### src/rtl/muldiv_pkg.sv
// Shared codes and state encoding for the HI/LO multiply unit.
// Optional signed MULT support is selected with MULTU_SEQUENCER_SIGNED_EN.
`timescale 1ns/1ps
package muldiv_pkg;

  localparam logic [5:0] MFHI  = 6'd16;
  localparam logic [5:0] MTHI  = 6'd17;
  localparam logic [5:0] MFLO  = 6'd18;
  localparam logic [5:0] MTLO  = 6'd19;
  localparam logic [5:0] MULT  = 6'd24;
  localparam logic [5:0] MULTU = 6'd25;

  localparam int ITERATIONS = 32;

  typedef logic [1:0] state_t;

  localparam state_t S_IDLE = 2'd0;
  localparam state_t S_RUN  = 2'd1;
  localparam state_t S_DONE = 2'd2;

endpackage

### src/rtl/multu_step.sv
// One shift-add iteration of the multiplier datapath.
// Purely combinational; the sequencer registers its outputs.
`timescale 1ns/1ps
module multu_step #(
  parameter int WIDTH = 32
) (
  input  logic [2*WIDTH-1:0] i_prod,
  input  logic [2*WIDTH-1:0] i_mcand,
  input  logic [WIDTH-1:0]   i_mplr,
  output logic [2*WIDTH-1:0] o_prod,
  output logic [2*WIDTH-1:0] o_mcand,
  output logic [WIDTH-1:0]   o_mplr
);

  assign o_prod  = i_mplr[0] ? i_prod + i_mcand
                             : i_prod;
  assign o_mcand = i_mcand << 1;
  assign o_mplr  = i_mplr >> 1;

endmodule

### src/rtl/multu_sequencer.sv
// HI/LO multiply sequencer: 32-step shift-add MULTU plus MFHI/MFLO/MTHI/MTLO.
// Define MULTU_SEQUENCER_SIGNED_EN to also accept signed MULT.
`timescale 1ns/1ps
module multu_sequencer
  import muldiv_pkg::*;
#(
  parameter int WIDTH = 32,
  parameter int CNT_W = 6
) (
  input  logic             clk,
  input  logic             rst,
  input  logic [5:0]       ctl,
  input  logic             start,
  input  logic [WIDTH-1:0] a,
  input  logic [WIDTH-1:0] b,
  output logic             busy,
  output logic             done,
  output logic [WIDTH-1:0] hi,
  output logic [WIDTH-1:0] lo,
  output logic [WIDTH-1:0] result
);

  localparam logic [CNT_W-1:0] LAST = CNT_W'(WIDTH - 1);

  state_t             r_state;
  logic [CNT_W-1:0]   r_cnt;
  logic [2*WIDTH-1:0] r_mcand;
  logic [WIDTH-1:0]   r_mplr;
  logic [2*WIDTH-1:0] r_prod;
  logic [WIDTH-1:0]   r_hi;
  logic [WIDTH-1:0]   r_lo;

  logic [2*WIDTH-1:0] w_next_prod;
  logic [2*WIDTH-1:0] w_next_mcand;
  logic [WIDTH-1:0]   w_next_mplr;
  logic [2*WIDTH-1:0] w_final;
  logic               w_is_mul;
  logic [WIDTH-1:0]   w_mag_a;
  logic [WIDTH-1:0]   w_mag_b;

`ifdef MULTU_SEQUENCER_SIGNED_EN
  logic r_neg;
  logic w_signed;

  assign w_signed = (ctl == MULT);
  assign w_is_mul = (ctl == MULTU) || w_signed;
  assign w_mag_a  = (w_signed && a[WIDTH-1]) ? -a : a;
  assign w_mag_b  = (w_signed && b[WIDTH-1]) ? -b : b;
  assign w_final  = r_neg ? -w_next_prod : w_next_prod;

  // Sign of a signed product, captured with the operands.
  always_ff @(posedge clk or negedge rst) begin
    if (!rst) begin
      r_neg <= 1'b0;
    end else if (r_state == S_IDLE && start && w_is_mul) begin
      r_neg <= w_signed & (a[WIDTH-1] ^ b[WIDTH-1]);
    end
  end
`else
  assign w_is_mul = (ctl == MULTU);
  assign w_mag_a  = a;
  assign w_mag_b  = b;
  assign w_final  = w_next_prod;
`endif

  multu_step #(
    .WIDTH (WIDTH)
  ) u_step (
    .i_prod  (r_prod),
    .i_mcand (r_mcand),
    .i_mplr  (r_mplr),
    .o_prod  (w_next_prod),
    .o_mcand (w_next_mcand),
    .o_mplr  (w_next_mplr)
  );

  // Control FSM, iteration registers and architectural HI/LO.
  always_ff @(posedge clk or negedge rst) begin
    if (!rst) begin
      r_state <= S_IDLE;
      r_cnt   <= '0;
      r_mcand <= '0;
      r_mplr  <= '0;
      r_prod  <= '0;
      r_hi    <= '0;
      r_lo    <= '0;
    end else begin
      case (r_state)
        S_IDLE: begin
          if (start) begin
            if (w_is_mul) begin
              r_mcand <= {{WIDTH{1'b0}}, w_mag_a};
              r_mplr  <= w_mag_b;
              r_prod  <= '0;
              r_cnt   <= '0;
              r_state <= S_RUN;
            end else if (ctl == MTHI) begin
              r_hi <= a;
            end else if (ctl == MTLO) begin
              r_lo <= a;
            end
          end
        end
        S_RUN: begin
          r_prod  <= w_next_prod;
          r_mcand <= w_next_mcand;
          r_mplr  <= w_next_mplr;
          r_cnt   <= r_cnt + CNT_W'(1);
          if (r_cnt == LAST) begin
            {r_hi, r_lo} <= w_final;
            r_state      <= S_DONE;
          end
        end
        S_DONE: begin
          r_state <= S_IDLE;
        end
        default: begin
          r_state <= S_IDLE;
        end
      endcase
    end
  end

  // HI/LO read port selected by the function code alone.
  always_comb begin
    result = '0;
    if (ctl == MFHI) begin
      result = r_hi;
    end else if (ctl == MFLO) begin
      result = r_lo;
    end
  end

  assign busy = (r_state == S_RUN);
  assign done = (r_state == S_DONE);
  assign hi   = r_hi;
  assign lo   = r_lo;

endmodule
### config.mk
export PLATFORM = sky130hd
export DESIGN_NAME = multu_sequencer
export DESIGN_NICKNAME = d
export VERILOG_FILES = /design/src/rtl/muldiv_pkg.sv /design/src/rtl/multu_step.sv /design/src/rtl/multu_sequencer.sv
export SDC_FILE = /design/constraint.sdc
export NUM_CORES = 1
export LEC_CHECK = 0
export ABC_AREA = 0
export CAP_MARGIN = 10
export CORE_MARGIN = 2
export CORE_UTILIZATION = 30
export DETAILED_ROUTE_END_ITERATION = 8
export HOLD_SLACK_MARGIN = 0.06
export PLACE_DENSITY_LB_ADDON = 0.1
export SLEW_MARGIN = 20
export SYNTH_ARGS = -nofsm -noshare
export SYNTH_HDL_FRONTEND = slang
export SYNTH_SLANG_ARGS = --single-unit
### constraint.sdc
create_clock -name clk -period 2.8 [get_ports clk]
set_input_delay 0.28 -clock clk [delete_from_list [all_inputs] [get_ports clk]]
set_output_delay 0.28 -clock clk [all_outputs]
set_load 0.05 [all_outputs]
==> impl_metrics.yaml, run 1 <==
sta:
  skew_ps: 10.52
  fin_crit_sh_pct: 109.1
  setup_viol_count_final: 71
  slew_viol_final: 0
  rsz0062_at_grt: "true"
  fmaxAchievable_ghz: 0.3274
  finalHoldViolations: 0
  worst_pin_slew_ps: 810.4
  relSlewSlack_pct: 45.48
  period_minus_slack_ps: 3054
  setup_slack_ps: -254.4
detailed_routing:
  drt-pass1-iter-count: 5
  vias: 15470
  vias_per_cell: 5.283
  drtAntennaViolNets: 0
  drt_iter0_markers: 970
  drt_wl_total_um: 61460
  route.detailed.wl_per_inst_um: 20.99
  drc_errors: 0
layout:
  fin_area_um2: 22970
  areaGrowthSynthToFinish_pct: 56.43
  drive_gt1_share_pct: 31.66
  fin_util_pct: 47.21
  fill_cells: 4807
  nets: 2424
  n_antenna_cell: 0
  layout_common_cells: "buf_4, nand2_1, dfrtp_1"
  fin_cells: 2928
  final_common_cell: "buf_4"
clock_tree:
  root_buffer: "clkbuf_16"
  h-tree-depth: 1
  clock_path_buffers: 3
  cts_tree: "yes"
  cts_buffers: 29
  clkSlewWorstSetupHoldPaths_ps: 60
  clk_latency_ps: 570
  cts_sinks: 232
power:
  netSwitchingPower_mw: 13.69
  power_frac_seq_pct: 20.2
  p_clk_share_pct: 12.8
  comb_power_share_pct: 67.0
  p_sw_share_pct: 46.17
  powerDensity_nw_per_um2: 1291
  power_leakage_nw: 10.26
  irDropWorstVdd_mv: 0.8987
  p_int_mw: 15.97
logic_synthesis:
  synth.distinct_cells: 81
  synth_edf_count: 0
  seq_area_frac_synth_pct: 39.54
  synthArstFlopShare_pct: 100.0
  netlist_area_um2: 14680
  avgSynthCellArea_um2: 8.414
  synth-main-ff-cell: "dfrtp_1"
  syn_inst: 1745
  ys_warn_count: 0
  synth_fp_nets: 1883
  synth_seq_cells: 232
grt:
  grt_pass1_wl_um: 93260
  grt_max_degree: 91
  grt_antenna_before_repair: 0
  grt_pass1_vias: 15390
  grt_overflow_total: 0
  track_usage_pct: 24.07
placement:
  port_buffers: 170
  dpl_cell_area_um2: 20510
  gp_congestion: 0.8840
  place_inst: 2850
  place_hpwl_um: 45090
setup_path:
  critPathMaxFanout: 5
  cp.arrival_ps: 3510
  start_kind: "flop"
  path_class: "flop to flop"
  worstSetupEndpointType: "flop"
  worstPathRequired_ps: 3250
floorplanning:
  ios: 171
  die-area_um2: 50730
  rows: 81
  start_util_pct: 30.18
  coreArea_um2: 48650
  die_h_um: 225.2
  die_width_um: 225.2
outcome:
  violations: "negative setup slack"
  status: "complete, but fails checks"
hold_path:
  hold_class: "input pin to asynchronous set/reset pin"
flow_run:
  cap_violations: 0
==> cell type report <==
type / instances / area [um2] / share of cell area (%)
inverters: 27 / 103.9 / 0.4521
multi-input cells: 1373 / 9671 / 42.10
flip-flops and latches: 232 / 5807 / 25.28
clock inverters: 8 / 118.9 / 0.5175
clock buffers: 43 / 818.3 / 3.563
well taps: 622 / 778.2 / 3.388
repair buffers: 623 / 5672 / 24.69
==> through the flow <==
stage / hold WS, ps / total power [mW] / TNS (ps) / worst slack, ps
global route: 222.3 / 31.61 / -18200 / -345.4
finish: 198.5 / 29.66 / -7761 / -254.4
detailed placement: 215.6 / 23.15 / -21810 / -759.0
global placement: 217.2 / 23.04 / -17830 / -743.6
CTS: 199.2 / 28.74 / -7853 / -285.3
floorplan: -15.59 / 15.03 / -12.24 / -12.24
==> worst max-delay path: stages (launching register included) <==
cell	delay, ps
dfrtp_1	400
ha_1	350
a21oi_1	220
o21ai_1	120
and3_1	180
a211o_1	310
a31oi_4	330
o31a_1	320
buf_4	160
buf_6	120
buf_6	100
o21bai_1	70
xnor2_1	170
o21ai_1	80
==> layer usage <==
layer | track usage, % | vias to the layer above | wire length, um
met1 | 33.96 | 7560 | 28910
met5 | 0 | - | 0
met3 | 3.077 | 73 | 3059
met2 | 38.51 | 432 | 27880
li1 | - | 7404 | -
met4 | 7.007 | 0 | 1606
==> synthesized netlist by cell type (7+ instances only) <==
master    count  share of area (%)
o21a_1       17               0.87
o21ai_0      86                2.9
xor2_1       22                1.3
a31oi_1      86                3.7
clkbuf_1     87                2.2
buf_2         7               0.24
nand4_1      22               0.94
nor2b_1      10               0.43
o21bai_1     24                1.2
nor3_1       21               0.72
nand3_1      22               0.75
nor2_1      192                4.9
a21o_1       36                1.8
dfrtp_1     232                 40
ha_1         64                5.5
buf_1        19               0.49
xnor2_1      27                1.6
o21ai_1      29               0.99
a21oi_1     115                3.9
mux2i_1      59                4.0
o211ai_1     15               0.77
nand2b_1      7               0.30
or3_1        17               0.72
o31ai_1       8               0.41
a211oi_1     17               0.87
nor4_1        7               0.30
inv_1        26               0.66
a22o_1       48                2.9
and3_1        7               0.30
nand2_1     307                7.8
==> state kept, by name, indices dropped and copies added (netlist names) <==
name / flops
r_prod: 64
r_mplr: 32
lo: 32
r_state: 2
hi: 32
r_mcand: 64
r_cnt: 6
==> logic make-up (layout without fill, tap and decap cells) <==
| logic type | Yosys count | in the layout | share of synthesized area [%] |
|---|---|---|---|
| compound gates | 561 | 561 | 25.68 |
| mux | 61 | 61 | 4.176 |
| xor+xnor | 49 | 49 | 2.923 |
| buf+inv | 140 | 701 | 3.639 |
| fa+ha+maj | 65 | 65 | 5.590 |
| simple gates | 637 | 637 | 18.46 |
| flops | 232 | 232 | 39.54 |
==> what timing repair did <==
item / 4_1_cts / 5_1_grt
gates resized for setup: 160 / 97
pin swaps: 85 / 83
buffers inserted: 22 / 20
hold buffers: 1 / 0
cloned: 0 / 0
hold endpoints to repair: 56 / 0
setup endpoints to repair: 85 / 100
==> power by group through the flow <==
stage	sequential [mW]	combinational (mW)	clock, mW
global placement	5.90	17.1	0
global route	6.14	21.4	4.05
finish	5.99	19.9	3.80
detailed placement	5.92	17.2	0
floorplan	7.11	7.92	0
CTS	5.94	18.9	3.92
==> worst paths after layout <==
path / startpoint / to / slack, ps / depth (start not counted)
hold reg to reg: r_cnt[0]$_DFFE_PN0P_ / r_cnt[0]$_DFFE_PN0P_ / 500 / 1
max in group asynchronous: rst / r_mplr[0]$_DFFE_PN0P_ / 1680 / 3
hold / removal: rst / r_mcand[57]$_DFFE_PN0P_ / 200 / 2
setup reg to reg: r_mcand[20]$_DFFE_PN0P_ / r_prod[61]$_DFFE_PN0P_ / -250 / 13
setup / recovery: r_mcand[20]$_DFFE_PN0P_ / r_prod[61]$_DFFE_PN0P_ / -250 / 13
min in group clk: b[27] / r_mplr[27]$_DFFE_PN0P_ / 270 / 3
Power figures use the tool's default switching activity.
==> run 2: changes to the inputs <==
Settings changed: CTS_BUF_LIST set to sky130_fd_sc_hd__clkbuf_4.
==> run 2 against run 1 <==
The run still ends with negative setup slack left. Critical path depth rose by 1. Die area is the same. Design area increased by 1.2%. Clock power down 8.9%. Combinational power about the same. Register-to-register slack is essentially flat. Flip-flop and latch count unchanged. Via count is 2.8% higher. Clock skew grew 88 ps. Core utilization grew 0.56 points. Wire length up 1.9%. Critical path type unchanged. Critical endpoint is now lo[26]$_DFFE_PN0P_.
==> impl_metrics.yaml, run 2 (synthesis gave the netlist of run 1 again) <==
setup_path:
  reg2reg_from: "r_prod[0]$_DFFE_PN0P_"
  cp.arrival_ps: 3700
  critPathLaunch: "r_prod[0]$_DFFE_PN0P_"
  start_kind: "flop"
  worstSetupPathDepth: 14
  r2r_cells: 14
  r2r-end: "lo[26]$_DFFE_PN0P_"
  worstPathRequired_ps: 3450
  worstSetupEndpointType: "flop"
  cp_slowest_cell: "dfrtp_1"
  critPathMaxFanout: 3
  cp_cell_sequence: "ha_2 -> inv_2 -> fa_2 -> nor2b_4 -> o2111ai_4 -> a211oi_4 -> buf_6 -> buf_6 -> nor3_4 -> o31ai_2 -> xnor2_1 -> mux2i_1 -> a21oi_1 -> mux2_4"
  cpMostUsedCell: "buf_6"
  cp_top_family: "compound AO/OA/AOI/OAI gates"
  worstSetupEndpoint: "lo[26]$_DFFE_PN0P_"
  path_class: "flop to flop"
  critPathMaxStageDelay_ps: 360
  crit_buf_inv: 3
  timing.reg2reg.setup_slack_ps: -250
sta:
  relSlewSlack_pct: 45.88
  fin_crit_sh_pct: 108.8
  rsz0062_at_grt: "true"
  finalHoldViolations: 0
  skew_ps: 98.93
  fmaxAchievable_ghz: 0.3284
  setup_slack_ps: -245.3
  setup_viol_count_final: 71
  slew_viol_final: 0
  period_minus_slack_ps: 3045
  worst_pin_slew_ps: 804.3
layout:
  nets: 2504
  fin_area_um2: 23240
  reg.largest.list: "r_mcand (64), r_prod (64)"
  layout_common_cells: "buf_4, nand2_1, dfrtp_1"
  drive_gt1_share_pct: 32.56
  final_common_cell: "buf_4"
  areaGrowthSynthToFinish_pct: 58.27
grt:
  grt_max_degree: 91
  grt_pass1_wl_um: 95700
  grt_antenna_before_repair: 1
  track_usage_pct: 24.81
  grt_pass1_vias: 16070
  grt_overflow_total: 0
detailed_routing:
  drt_wl_total_um: 62590
  drt_iter0_markers: 1005
  vias_per_cell: 5.244
  drt-pass1-iter-count: 5
  drtAntennaViolNets: 0
  drc_errors: 0
  route.detailed.wl_per_inst_um: 20.65
  vias: 15900
clock_tree:
  cts_sinks: 232
  cts_buffers: 75
  root_buffer: "clkbuf_4"
  clkSlewWorstSetupHoldPaths_ps: 70
  h-tree-depth: 3
  clock_path_buffers: 3
  clk_latency_ps: 830
  cts_tree: "yes"
power:
  power_leakage_nw: 10.49
  irDropWorstVdd_mv: 0.8208
  powerDensity_nw_per_um2: 1258
floorplanning:
  rows: 81
  ios: 171
  die-area_um2: 50730
  coreArea_um2: 48650
  die_h_um: 225.2
  start_util_pct: 30.18
  die_width_um: 225.2
placement:
  port_buffers: 170
  place_hpwl_um: 45090
  dp_slack_ps: -759.0
  gp_congestion: 0.8840
  dpl_cell_area_um2: 20510
hold_path:
  hold_class: "input pin to flop"
  holdCritStartpoint: "a[9]"
outcome:
  violations: "negative setup slack"
  status: "complete, but fails checks"
flow_run:
  cap_violations: 0
==> run 2: worst min path at each step <==
stage | cells past startpoint | slack [ps] | to
2_1_floorplan | 0 | -20 | hi[0]$_DFFE_PN0P_
3_3_place_gp | 1 | 220 | r_mcand[56]$_DFFE_PN0P_
3_5_place_dp | 1 | 220 | r_mcand[56]$_DFFE_PN0P_
4_1_cts | 3 | 70 | r_mcand[3]$_DFFE_PN0P_
5_1_grt | 3 | 110 | r_mcand[12]$_DFFE_PN0P_
6_report | 3 | 130 | r_mcand[9]$_DFFE_PN0P_
==> run 2: routing by layer <==
metal  vias to the layer above  global-route usage (%)  wire length (um)
met5                         -                       0                 0
met4                         0                   7.498              1489
met3                        77                   3.937              3155
met2                       460                   39.84             28510
met1                      7764                   34.30             29430
li1                       7595                       -                 -
==> run 2: power breakdown <==
| group | internal [mW] | leakage [nW] | switching [mW] | total, mW |
|---|---|---|---|---|
| Sequential | 4.69 | 2.85 | 1.26 | 5.96 |
| Combinational | 8.93 | 7.12 | 10.9 | 19.8 |
| Clock | 1.80 | 0.524 | 1.67 | 3.46 |
==> run 2: area by class of cell <==
class,count,area (um2)
fillers,4813,25410
clock inverters,21,142.6
repair buffers,657,6058
well taps,622,778.2
clock buffers,98,735.7
inverters,27,103.9
diodes,1,2.502
multi-input cells,1373,9610
flip-flops and latches,232,5807
==> run 2: timing repair <==
item | CTS | global route
endpoints found under the setup margin | 87 | 99
resized for setup | 165 | 84
hold buffers | 43 | 0
endpoints found under the hold margin | 274 | 0
pin swaps | 89 | 83
setup buffers | 22 | 12
==> run 2: through the flow <==
step | TNS, ps | cells | util, % | power, mW | hold WS (ps)
after global routing | -18830 | 3031 | 47.77 | 31.23 | 113.4
after detailed placement | -21810 | 2850 | 42.16 | 23.15 | 215.6
after floorplan | -12.24 | 1745 | - | 15.03 | -15.59
after CTS | -9349 | 3025 | 46.82 | 28.55 | 65.84
final | -8093 | 3031 | 47.77 | 29.23 | 125.3
after global placement | -17830 | 2850 | 42.16 | 23.04 | 217.2
==> run 2: tightest hold or removal path, stage by stage <==
cell and delay, ps:
clkdlybuf4s50_1 400, nand2_1 140, a31oi_1 100
